<file path="config.mk">
export PLATFORM = sky130hd
export DESIGN_NAME = dds_sweep_sequencer_flat
export DESIGN_NICKNAME = d
export VERILOG_FILES = /design/src/rtl/dds_sweep_sequencer_if.sv /design/src/rtl/dds_sweep_sequencer.sv /design/src/flat_wrapper.sv
export SDC_FILE = /design/constraint.sdc
export NUM_CORES = 1
export LEC_CHECK = 0
export ABC_AREA = 1
export BUFFER_PORTS_ARGS = -buffer_cell sky130_fd_sc_hd__buf_2
export CELL_PAD_IN_SITES_DETAIL_PLACEMENT = 1
export CELL_PAD_IN_SITES_GLOBAL_PLACEMENT = 1
export CORE_MARGIN = 5
export CORE_UTILIZATION = 43
export DETAILED_ROUTE_END_ITERATION = 16
export PLACE_DENSITY = 0.8
export SYNTH_ARGS = -nofsm -noshare
export SYNTH_HDL_FRONTEND = slang
export SYNTH_SLANG_ARGS = --single-unit
</file>
<file path="constraint.sdc">
create_clock -name clk -period 3.9 [get_ports clk]
set_input_delay 0.585 -clock clk [delete_from_list [all_inputs] [get_ports clk]]
set_output_delay 0.585 -clock clk [all_outputs]
set_load 0.02 [all_outputs]
</file>
<file path="src/rtl/dds_sweep_sequencer_if.sv">
`default_nettype none
// +----------------------------------------------------------------------------+
// | Module   : dds_sweep_sequencer_if                                          |
// | Purpose  : Control/status bundle between the sweep controls and the        |
// |            DDS sweep sequencer.                                            |
// | Signals  : start, stop, continuous, f_start, f_stop, f_inc, dwell          |
// |            (controller -> sequencer)                                       |
// |            freq, freq_load, busy, done, sweep_cnt (sequencer -> controller)|
// | Modports : master = controller side, slave = sequencer side               |
// | Revision : 1.0 - initial release                                           |
// +----------------------------------------------------------------------------+
interface dds_sweep_sequencer_if #(
   parameter int FW = 6,
   parameter int DW = 16
);
   logic          start;
   logic          stop;
   logic          continuous;
   logic [FW-1:0] f_start;
   logic [FW-1:0] f_stop;
   logic [FW-1:0] f_inc;
   logic [DW-1:0] dwell;
   logic [FW-1:0] freq;
   logic          freq_load;
   logic          busy;
   logic          done;
   logic [7:0]    sweep_cnt;

   modport master (
      output start, stop, continuous, f_start, f_stop, f_inc, dwell,
      input  freq, freq_load, busy, done, sweep_cnt
   );

   modport slave (
      input  start, stop, continuous, f_start, f_stop, f_inc, dwell,
      output freq, freq_load, busy, done, sweep_cnt
   );
endinterface
`default_nettype wire

</file>
<file path="src/rtl/dds_sweep_sequencer.sv">
`default_nettype none
// +----------------------------------------------------------------------------+
// | Module   : dds_sweep_sequencer                                             |
// | Purpose  : Frequency-sweep scheduler for the DDS phase-accumulator path.   |
// |            Latches start/stop/increment/dwell on start, then steps the     |
// |            frequency word from start to stop, holding each word for        |
// |            max(dwell,1)+1 clocks. Reports busy, done and pass count.       |
// | Ports    : clk   - system clock                                            |
// |            rst   - asynchronous active-high reset                          |
// |            sweep - dds_sweep_sequencer_if.slave (controls in, status out)  |
// | Options  : SWEEP_BIDIR_EN - when defined, continuous mode turns around at  |
// |            each endpoint (triangle sweep) instead of reloading the start   |
// |            word (saw-tooth sweep).                                         |
// | Revision : 1.0 - initial release                                           |
// +----------------------------------------------------------------------------+
module dds_sweep_sequencer #(
   parameter int FW = 6,
   parameter int DW = 16
) (
   input  logic                 clk,
   input  logic                 rst,
   dds_sweep_sequencer_if.slave sweep
);

   localparam logic [2:0]    c_IDLE   = 3'd0;
   localparam logic [2:0]    c_LOAD   = 3'd1;
   localparam logic [2:0]    c_DWELL  = 3'd2;
   localparam logic [2:0]    c_STEP   = 3'd3;
   localparam logic [2:0]    c_FINISH = 3'd4;

   localparam logic [FW-1:0] c_FW_ONE = {{(FW-1){1'b0}}, 1'b1};
   localparam logic [DW-1:0] c_DW_ONE = {{(DW-1){1'b0}}, 1'b1};

   // FSM state
   logic [2:0]    state_q, state_d;

   // Latched sweep configuration
   logic [FW-1:0] cfg_start_q, cfg_start_d;
   logic [FW-1:0] cfg_stop_q,  cfg_stop_d;
   logic [FW-1:0] cfg_inc_q,   cfg_inc_d;
   logic [DW-1:0] cfg_dwell_q, cfg_dwell_d;
   logic          cfg_cont_q,  cfg_cont_d;

   // Dwell counter and registered outputs
   logic [DW-1:0] cnt_q,       cnt_d;
   logic [FW-1:0] freq_q,      freq_d;
   logic          freq_load_q, freq_load_d;
   logic          busy_q,      busy_d;
   logic          done_q,      done_d;
   logic [7:0]    sweep_cnt_q, sweep_cnt_d;

   // Combinational helpers
   logic          w_start_req;
   logic          w_abort;
   logic          w_at_stop;
   logic          w_up;
   logic          w_turn;
   logic [FW:0]   w_sum;
   logic [FW:0]   w_diff;
   logic [FW-1:0] w_next_freq;

   // stop takes priority over start, so a simultaneous pair never launches
   assign w_start_req = sweep.start && !sweep.stop;
   assign w_abort     = sweep.stop && (state_q != c_IDLE);
   assign w_at_stop   = (freq_q == cfg_stop_q);
   assign w_up        = (cfg_start_q <= cfg_stop_q);

   // One extra bit so overflow past the top / borrow below zero is visible
   // and the clamp to the stop word can never be fooled by a wrap.
   assign w_sum  = {1'b0, freq_q} + {1'b0, cfg_inc_q};
   assign w_diff = {1'b0, freq_q} - {1'b0, cfg_inc_q};

   always_comb begin
      w_next_freq = cfg_stop_q;
      if (w_up) begin
         if (w_sum <= {1'b0, cfg_stop_q}) begin
            w_next_freq = w_sum[FW-1:0];
         end
      end else begin
         if (!w_diff[FW] && (w_diff[FW-1:0] >= cfg_stop_q)) begin
            w_next_freq = w_diff[FW-1:0];
         end
      end
   end

   // End-of-pass turn-around in continuous mode (triangle sweep option)
`ifdef SWEEP_BIDIR_EN
   assign w_turn = cfg_cont_q;
`else
   assign w_turn = 1'b0;
`endif

   // ------------------------------------------------------------------
   // State register
   // ------------------------------------------------------------------
   always_ff @(posedge clk or posedge rst) begin
      if (rst) begin
         state_q <= c_IDLE;
      end else begin
         state_q <= state_d;
      end
   end

   // ------------------------------------------------------------------
   // Next-state logic
   // ------------------------------------------------------------------
   always_comb begin
      state_d = state_q;
      case (state_q)
         c_IDLE: begin
            if (w_start_req) begin
               state_d = c_LOAD;
            end
         end
         c_LOAD: begin
            state_d = c_DWELL;
         end
         c_DWELL: begin
            if (cnt_q == '0) begin
               state_d = c_STEP;
            end
         end
         c_STEP: begin
            if (w_at_stop) begin
               if (!cfg_cont_q) begin
                  state_d = c_FINISH;
               end else if (w_turn) begin
                  state_d = c_DWELL;
               end else begin
                  state_d = c_LOAD;
               end
            end else begin
               state_d = c_DWELL;
            end
         end
         c_FINISH: begin
            state_d = c_IDLE;
         end
         default: begin
            state_d = c_IDLE;
         end
      endcase
      if (w_abort) begin
         state_d = c_IDLE;
      end
   end

   // ------------------------------------------------------------------
   // Output / datapath logic. Each state's action lands in the output
   // registers on the edge that leaves the state, so freq/freq_load/
   // busy/done appear one clock after the state that produces them.
   // ------------------------------------------------------------------
   always_comb begin
      cfg_start_d = cfg_start_q;
      cfg_stop_d  = cfg_stop_q;
      cfg_inc_d   = cfg_inc_q;
      cfg_dwell_d = cfg_dwell_q;
      cfg_cont_d  = cfg_cont_q;
      cnt_d       = cnt_q;
      freq_d      = freq_q;
      freq_load_d = 1'b0;
      busy_d      = busy_q;
      done_d      = 1'b0;
      sweep_cnt_d = sweep_cnt_q;

      case (state_q)
         c_IDLE: begin
            busy_d = 1'b0;
            if (w_start_req) begin
               cfg_start_d = sweep.f_start;
               cfg_stop_d  = sweep.f_stop;
               cfg_inc_d   = (sweep.f_inc == '0) ? c_FW_ONE : sweep.f_inc;
               cfg_dwell_d = (sweep.dwell == '0) ? c_DW_ONE : sweep.dwell;
               cfg_cont_d  = sweep.continuous;
               sweep_cnt_d = 8'd0;
            end
         end
         c_LOAD: begin
            freq_d      = cfg_start_q;
            freq_load_d = 1'b1;
            busy_d      = 1'b1;
            cnt_d       = cfg_dwell_q - c_DW_ONE;
         end
         c_DWELL: begin
            busy_d = 1'b1;
            if (cnt_q != '0) begin
               cnt_d = cnt_q - c_DW_ONE;
            end
         end
         c_STEP: begin
            busy_d = 1'b1;
            if (w_at_stop) begin
               sweep_cnt_d = sweep_cnt_q + 8'd1;
               if (cfg_cont_q && w_turn) begin
                  // Endpoint is re-held for another dwell without a load
                  // strobe; swapping the words reverses the direction.
                  cfg_start_d = cfg_stop_q;
                  cfg_stop_d  = cfg_start_q;
                  cnt_d       = cfg_dwell_q - c_DW_ONE;
               end
            end else begin
               freq_d      = w_next_freq;
               freq_load_d = 1'b1;
               cnt_d       = cfg_dwell_q - c_DW_ONE;
            end
         end
         c_FINISH: begin
            done_d = 1'b1;
            busy_d = 1'b0;
         end
         default: begin
            busy_d = 1'b0;
         end
      endcase

      // An abort cancels the current state's action entirely; busy then
      // drops one clock later when IDLE is processed.
      if (w_abort) begin
         cfg_start_d = cfg_start_q;
         cfg_stop_d  = cfg_stop_q;
         cnt_d       = cnt_q;
         freq_d      = freq_q;
         freq_load_d = 1'b0;
         busy_d      = busy_q;
         done_d      = 1'b0;
         sweep_cnt_d = sweep_cnt_q;
      end
   end

   // ------------------------------------------------------------------
   // Datapath and output registers
   // ------------------------------------------------------------------
   always_ff @(posedge clk or posedge rst) begin
      if (rst) begin
         cfg_start_q <= '0;
         cfg_stop_q  <= '0;
         cfg_inc_q   <= '0;
         cfg_dwell_q <= '0;
         cfg_cont_q  <= 1'b0;
         cnt_q       <= '0;
         freq_q      <= '0;
         freq_load_q <= 1'b0;
         busy_q      <= 1'b0;
         done_q      <= 1'b0;
         sweep_cnt_q <= 8'd0;
      end else begin
         cfg_start_q <= cfg_start_d;
         cfg_stop_q  <= cfg_stop_d;
         cfg_inc_q   <= cfg_inc_d;
         cfg_dwell_q <= cfg_dwell_d;
         cfg_cont_q  <= cfg_cont_d;
         cnt_q       <= cnt_d;
         freq_q      <= freq_d;
         freq_load_q <= freq_load_d;
         busy_q      <= busy_d;
         done_q      <= done_d;
         sweep_cnt_q <= sweep_cnt_d;
      end
   end

   assign sweep.freq      = freq_q;
   assign sweep.freq_load = freq_load_q;
   assign sweep.busy      = busy_q;
   assign sweep.done      = done_q;
   assign sweep.sweep_cnt = sweep_cnt_q;

endmodule
`default_nettype wire

</file>
<file path="src/flat_wrapper.sv">
// flat-port wrapper written by rule: the top's interface ports become plain ports
module dds_sweep_sequencer_flat 
#(
   parameter int FW = 6,
   parameter int DW = 16
)
  (clk, rst, sweep_start, sweep_stop, sweep_continuous, sweep_f_start, sweep_f_stop, sweep_f_inc, sweep_dwell, sweep_freq, sweep_freq_load, sweep_busy, sweep_done, sweep_sweep_cnt);
  dds_sweep_sequencer_if #(.FW(FW), .DW(DW)) sweep_i ();
  input  logic clk;
  input  logic rst;
  input wire logic [$bits(sweep_i.start)-1:0] sweep_start;
  input wire logic [$bits(sweep_i.stop)-1:0] sweep_stop;
  input wire logic [$bits(sweep_i.continuous)-1:0] sweep_continuous;
  input wire logic [$bits(sweep_i.f_start)-1:0] sweep_f_start;
  input wire logic [$bits(sweep_i.f_stop)-1:0] sweep_f_stop;
  input wire logic [$bits(sweep_i.f_inc)-1:0] sweep_f_inc;
  input wire logic [$bits(sweep_i.dwell)-1:0] sweep_dwell;
  output wire logic [$bits(sweep_i.freq)-1:0] sweep_freq;
  output wire logic [$bits(sweep_i.freq_load)-1:0] sweep_freq_load;
  output wire logic [$bits(sweep_i.busy)-1:0] sweep_busy;
  output wire logic [$bits(sweep_i.done)-1:0] sweep_done;
  output wire logic [$bits(sweep_i.sweep_cnt)-1:0] sweep_sweep_cnt;
  assign sweep_i.start = sweep_start;
  assign sweep_i.stop = sweep_stop;
  assign sweep_i.continuous = sweep_continuous;
  assign sweep_i.f_start = sweep_f_start;
  assign sweep_i.f_stop = sweep_f_stop;
  assign sweep_i.f_inc = sweep_f_inc;
  assign sweep_i.dwell = sweep_dwell;
  assign sweep_freq = sweep_i.freq;
  assign sweep_freq_load = sweep_i.freq_load;
  assign sweep_busy = sweep_i.busy;
  assign sweep_done = sweep_i.done;
  assign sweep_sweep_cnt = sweep_i.sweep_cnt;
  dds_sweep_sequencer #(.FW(FW), .DW(DW)) u_core (.clk(clk), .rst(rst), .sweep(sweep_i));
endmodule
</file>
==> flow_summary.ini <==
[detailed_routing]
drcViolationCount = 0
drtIter0Drc = 176
antenna_left = 0
routed_via_density = 5.22
via_count = 4473
drt-wirelength-per-cell_um = 16.2
drt-total-wl_um = 13900
drt_pass1_iterations = 4

[timing]
fin_crit_sh = 0.854
final_hold_viol_count = 0
setup-tns-final_ns = 0
rsz0062_at_grt = no
max_clock_freq_mhz = 300
slew_headroom = 0.543
drv_slew = 0
worstMarginPinSlew_ns = 0.685
setup_viol = 0
fin_worst_skew_ns = 0.00714
fin_crit_ns = 3.33

[finish]
nNetsFinal = 784
final_core_util = 0.490
fillers = 1469
seqCellArea_mm2 = 0.00178
design_area_mm2 = 0.00552
insertedDiodeCount = 0
multi_input_area_mm2 = 0.00262
syn_to_final_growth_pct = 12.8
fin_cells = 857
drive_above_1_share = 0.155

[setup_path]
cp.arrival_ns = 3.61
cp_cell_sequence = ha_1, inv_1, fa_1, o31ai_1, xor2_1, inv_1, ha_1, a21oi_1, nand2_1, nand2_1, nand2_1, nand2_1, nand2_1, nand2_1, nand3_1, nand3_1, nand2_1, nand2_1
crit_fanout = 7
worst-path-buf-inv = 2
setup.worst_path.class = reg2reg
end_kind = register
cpMostUsedCell = nand2_1
cp.required_ns = 4.18
crit_path_max_incr_delay_ns = 0.44
cp-start-kind = register
cp_top_family = simple AND/OR/NAND/NOR gates
reg2reg_slack_ns = 0.57
slowest_stage = fa_1

[job]
maxCapViolations = 0

[min_path]
min_path_type = in2async

[clock_network]
cts_resized = 0
clock_latency_ns = 0.34
clockRootBuffer = clkbuf_16
hold_buffers = 0
cts.path.max_buffers = 2
cts_max_level = 3
cts.sinks = 71
cts_tree = yes
post_cts_buffers = 0
numCtsBuffers = 9
path_clk_slew_ns = 0.06

[floorplanning]
dieArea_mm2 = 0.0136
die_x_um = 117
core.rowCount = 39
io_pins = 56
start_util = 0.434
die_y_um = 117
core_area_mm2 = 0.0113

[grt]
grt_max_degree = 54
grt_pass1_vias = 4698
grt_pass1_wl_um = 23200
gr-usage-all-layers = 0.217
grt_antenna_before_repair = 0
overflow = 0

[placed_design]
dp.cells = 843
dpl.hpwl_um = 10800
gp_congestion = 0.904
placed_area_mm2 = 0.00526
io_buffers = 55

[yosys]
syn_inst = 661
yosys.area.top_type_share = 0.363
syn_area_per_cell_um2 = 7.40
ys_ff_latch = 71
synth_nets = 734
synth_area_leaders = dfrtp_1 36%, nand2_1 14%, ha_1 8.2%
yosysSeqAreaShare = 0.363
syn_area_mm2 = 0.00489
ys_types = 39
yosys_warnings = 0
synth_top_area_cell = dfrtp_1

[run_status]
status = complete, no violations
[cell families after synthesis]
family                   count (synthesis)  share of synthesized area
adder cells (fa/ha/maj)                 34                     0.0900
flip-flops                              71                      0.363
buffers and inverters                  123                      0.104
XOR/XNOR                                24                     0.0429
AO/OA/AOI/OAI                          105                      0.130
AND/OR/NAND/NOR                        304                      0.271
[routing by layer]
metal  share of wire  track usage  up-vias
met5               0            0        -
met4           0.013       0.0612        0
met3           0.041       0.0358       10
met2            0.48        0.364       67
met1            0.46        0.290     2190
li1                -            -     2206
[cell type report]
cell class              instances  area share
clock buffers                  13      0.0471
clock inverters                 1    0.000906
inverters                     105      0.0714
multi-input cells             467       0.474
flip-flops and latches         71       0.322
well taps                     143      0.0324
repair buffers                 57      0.0526
[registers in the layout (all words and copies together), names as in the netlist]
signal / count
u_core.sweep.done: 1
u_core.sweep.busy: 1
u_core.state_q: 3
u_core.sweep.freq: 6
u_core.cfg_cont_q: 1
u_core.cfg_dwell_q: 16
u_core.cfg_stop_q: 6
u_core.cfg_inc_q: 6
u_core.cnt_q: 16
u_core.sweep.sweep_cnt: 8
u_core.cfg_start_q: 6
u_core.sweep.freq_load: 1
[synth_stat cells]
cell type,n
o21ai_0,42
buf_4,2
o21bai_1,1
nor3_1,6
o21a_1,2
a21o_1,1
nor3_2,1
nand4_1,12
xor2_1,18
nand3b_1,2
clkinv_1,2
xnor2_1,6
buf_6,2
a21oi_1,22
nand2_2,2
or4_1,1
buf_2,10
a22oi_1,1
a32o_1,1
inv_2,10
nand3_2,1
o31ai_1,7
buf_8,1
nor2_4,3
o211ai_1,1
nand3_1,44
ha_1,32
inv_1,93
o21ai_4,2
nand2_1,185
nand2_4,1
clkbuf_1,3
fa_1,2
o21ai_2,13
dfrtp_1,71
nor2_2,7
o21ai_1,12
nor2_1,33
nor4_1,6
[stage by stage]
step                setup WS, ns  hold slack (ns)
floorplan                  0.939            0.432
global placement           0.796            0.465
detailed placement         0.606            0.461
CTS                        0.589            0.252
global route               0.312            0.280
finish                     0.571            0.240
[worst paths after layout]
kind,start,endpoint,cells after the start
setup / recovery,u_core.sweep.freq[0]$_DFFE_PP0P_,u_core.sweep.freq[4]$_DFFE_PP0P_,18
hold / removal,rst,u_core.cnt_q[14]$_DFFE_PP0P_,2
setup reg to reg,u_core.sweep.freq[0]$_DFFE_PP0P_,u_core.sweep.freq[4]$_DFFE_PP0P_,18
hold reg to reg,u_core.cfg_cont_q$_DFFE_PP0P_,u_core.state_q[2]$_DFFE_PP0P_,1
max in group asynchronous,rst,u_core.cfg_inc_q[4]$_DFFE_PP0P_,3
min in group clk,sweep_stop,u_core.sweep.done$_DFF_PP0_,2
[placed cells by master, fill, tap and decap left out, types with 6 or more instances in the layout]
cell type | Yosys | layout
nand2_1 | 185 | 185
inv_1 | 93 | 92
dfrtp_1 | 71 | 71
buf_2 | 10 | 55
nand3_1 | 44 | 44
o21ai_0 | 42 | 42
nor2_1 | 33 | 32
ha_1 | 32 | 32
a21oi_1 | 22 | 22
xor2_1 | 18 | 18
o21ai_2 | 13 | 13
o21ai_1 | 12 | 12
nand4_1 | 12 | 12
inv_2 | 10 | 11
clkbuf_16 | 0 | 9
nor2_2 | 7 | 7
o31ai_1 | 7 | 7
nor4_1 | 6 | 6
nor3_1 | 6 | 6
xnor2_1 | 6 | 6
Power is left out: the tool's default activity adds up to more than one toggle a clock period on the data nets, which glitch-free logic cannot reach.
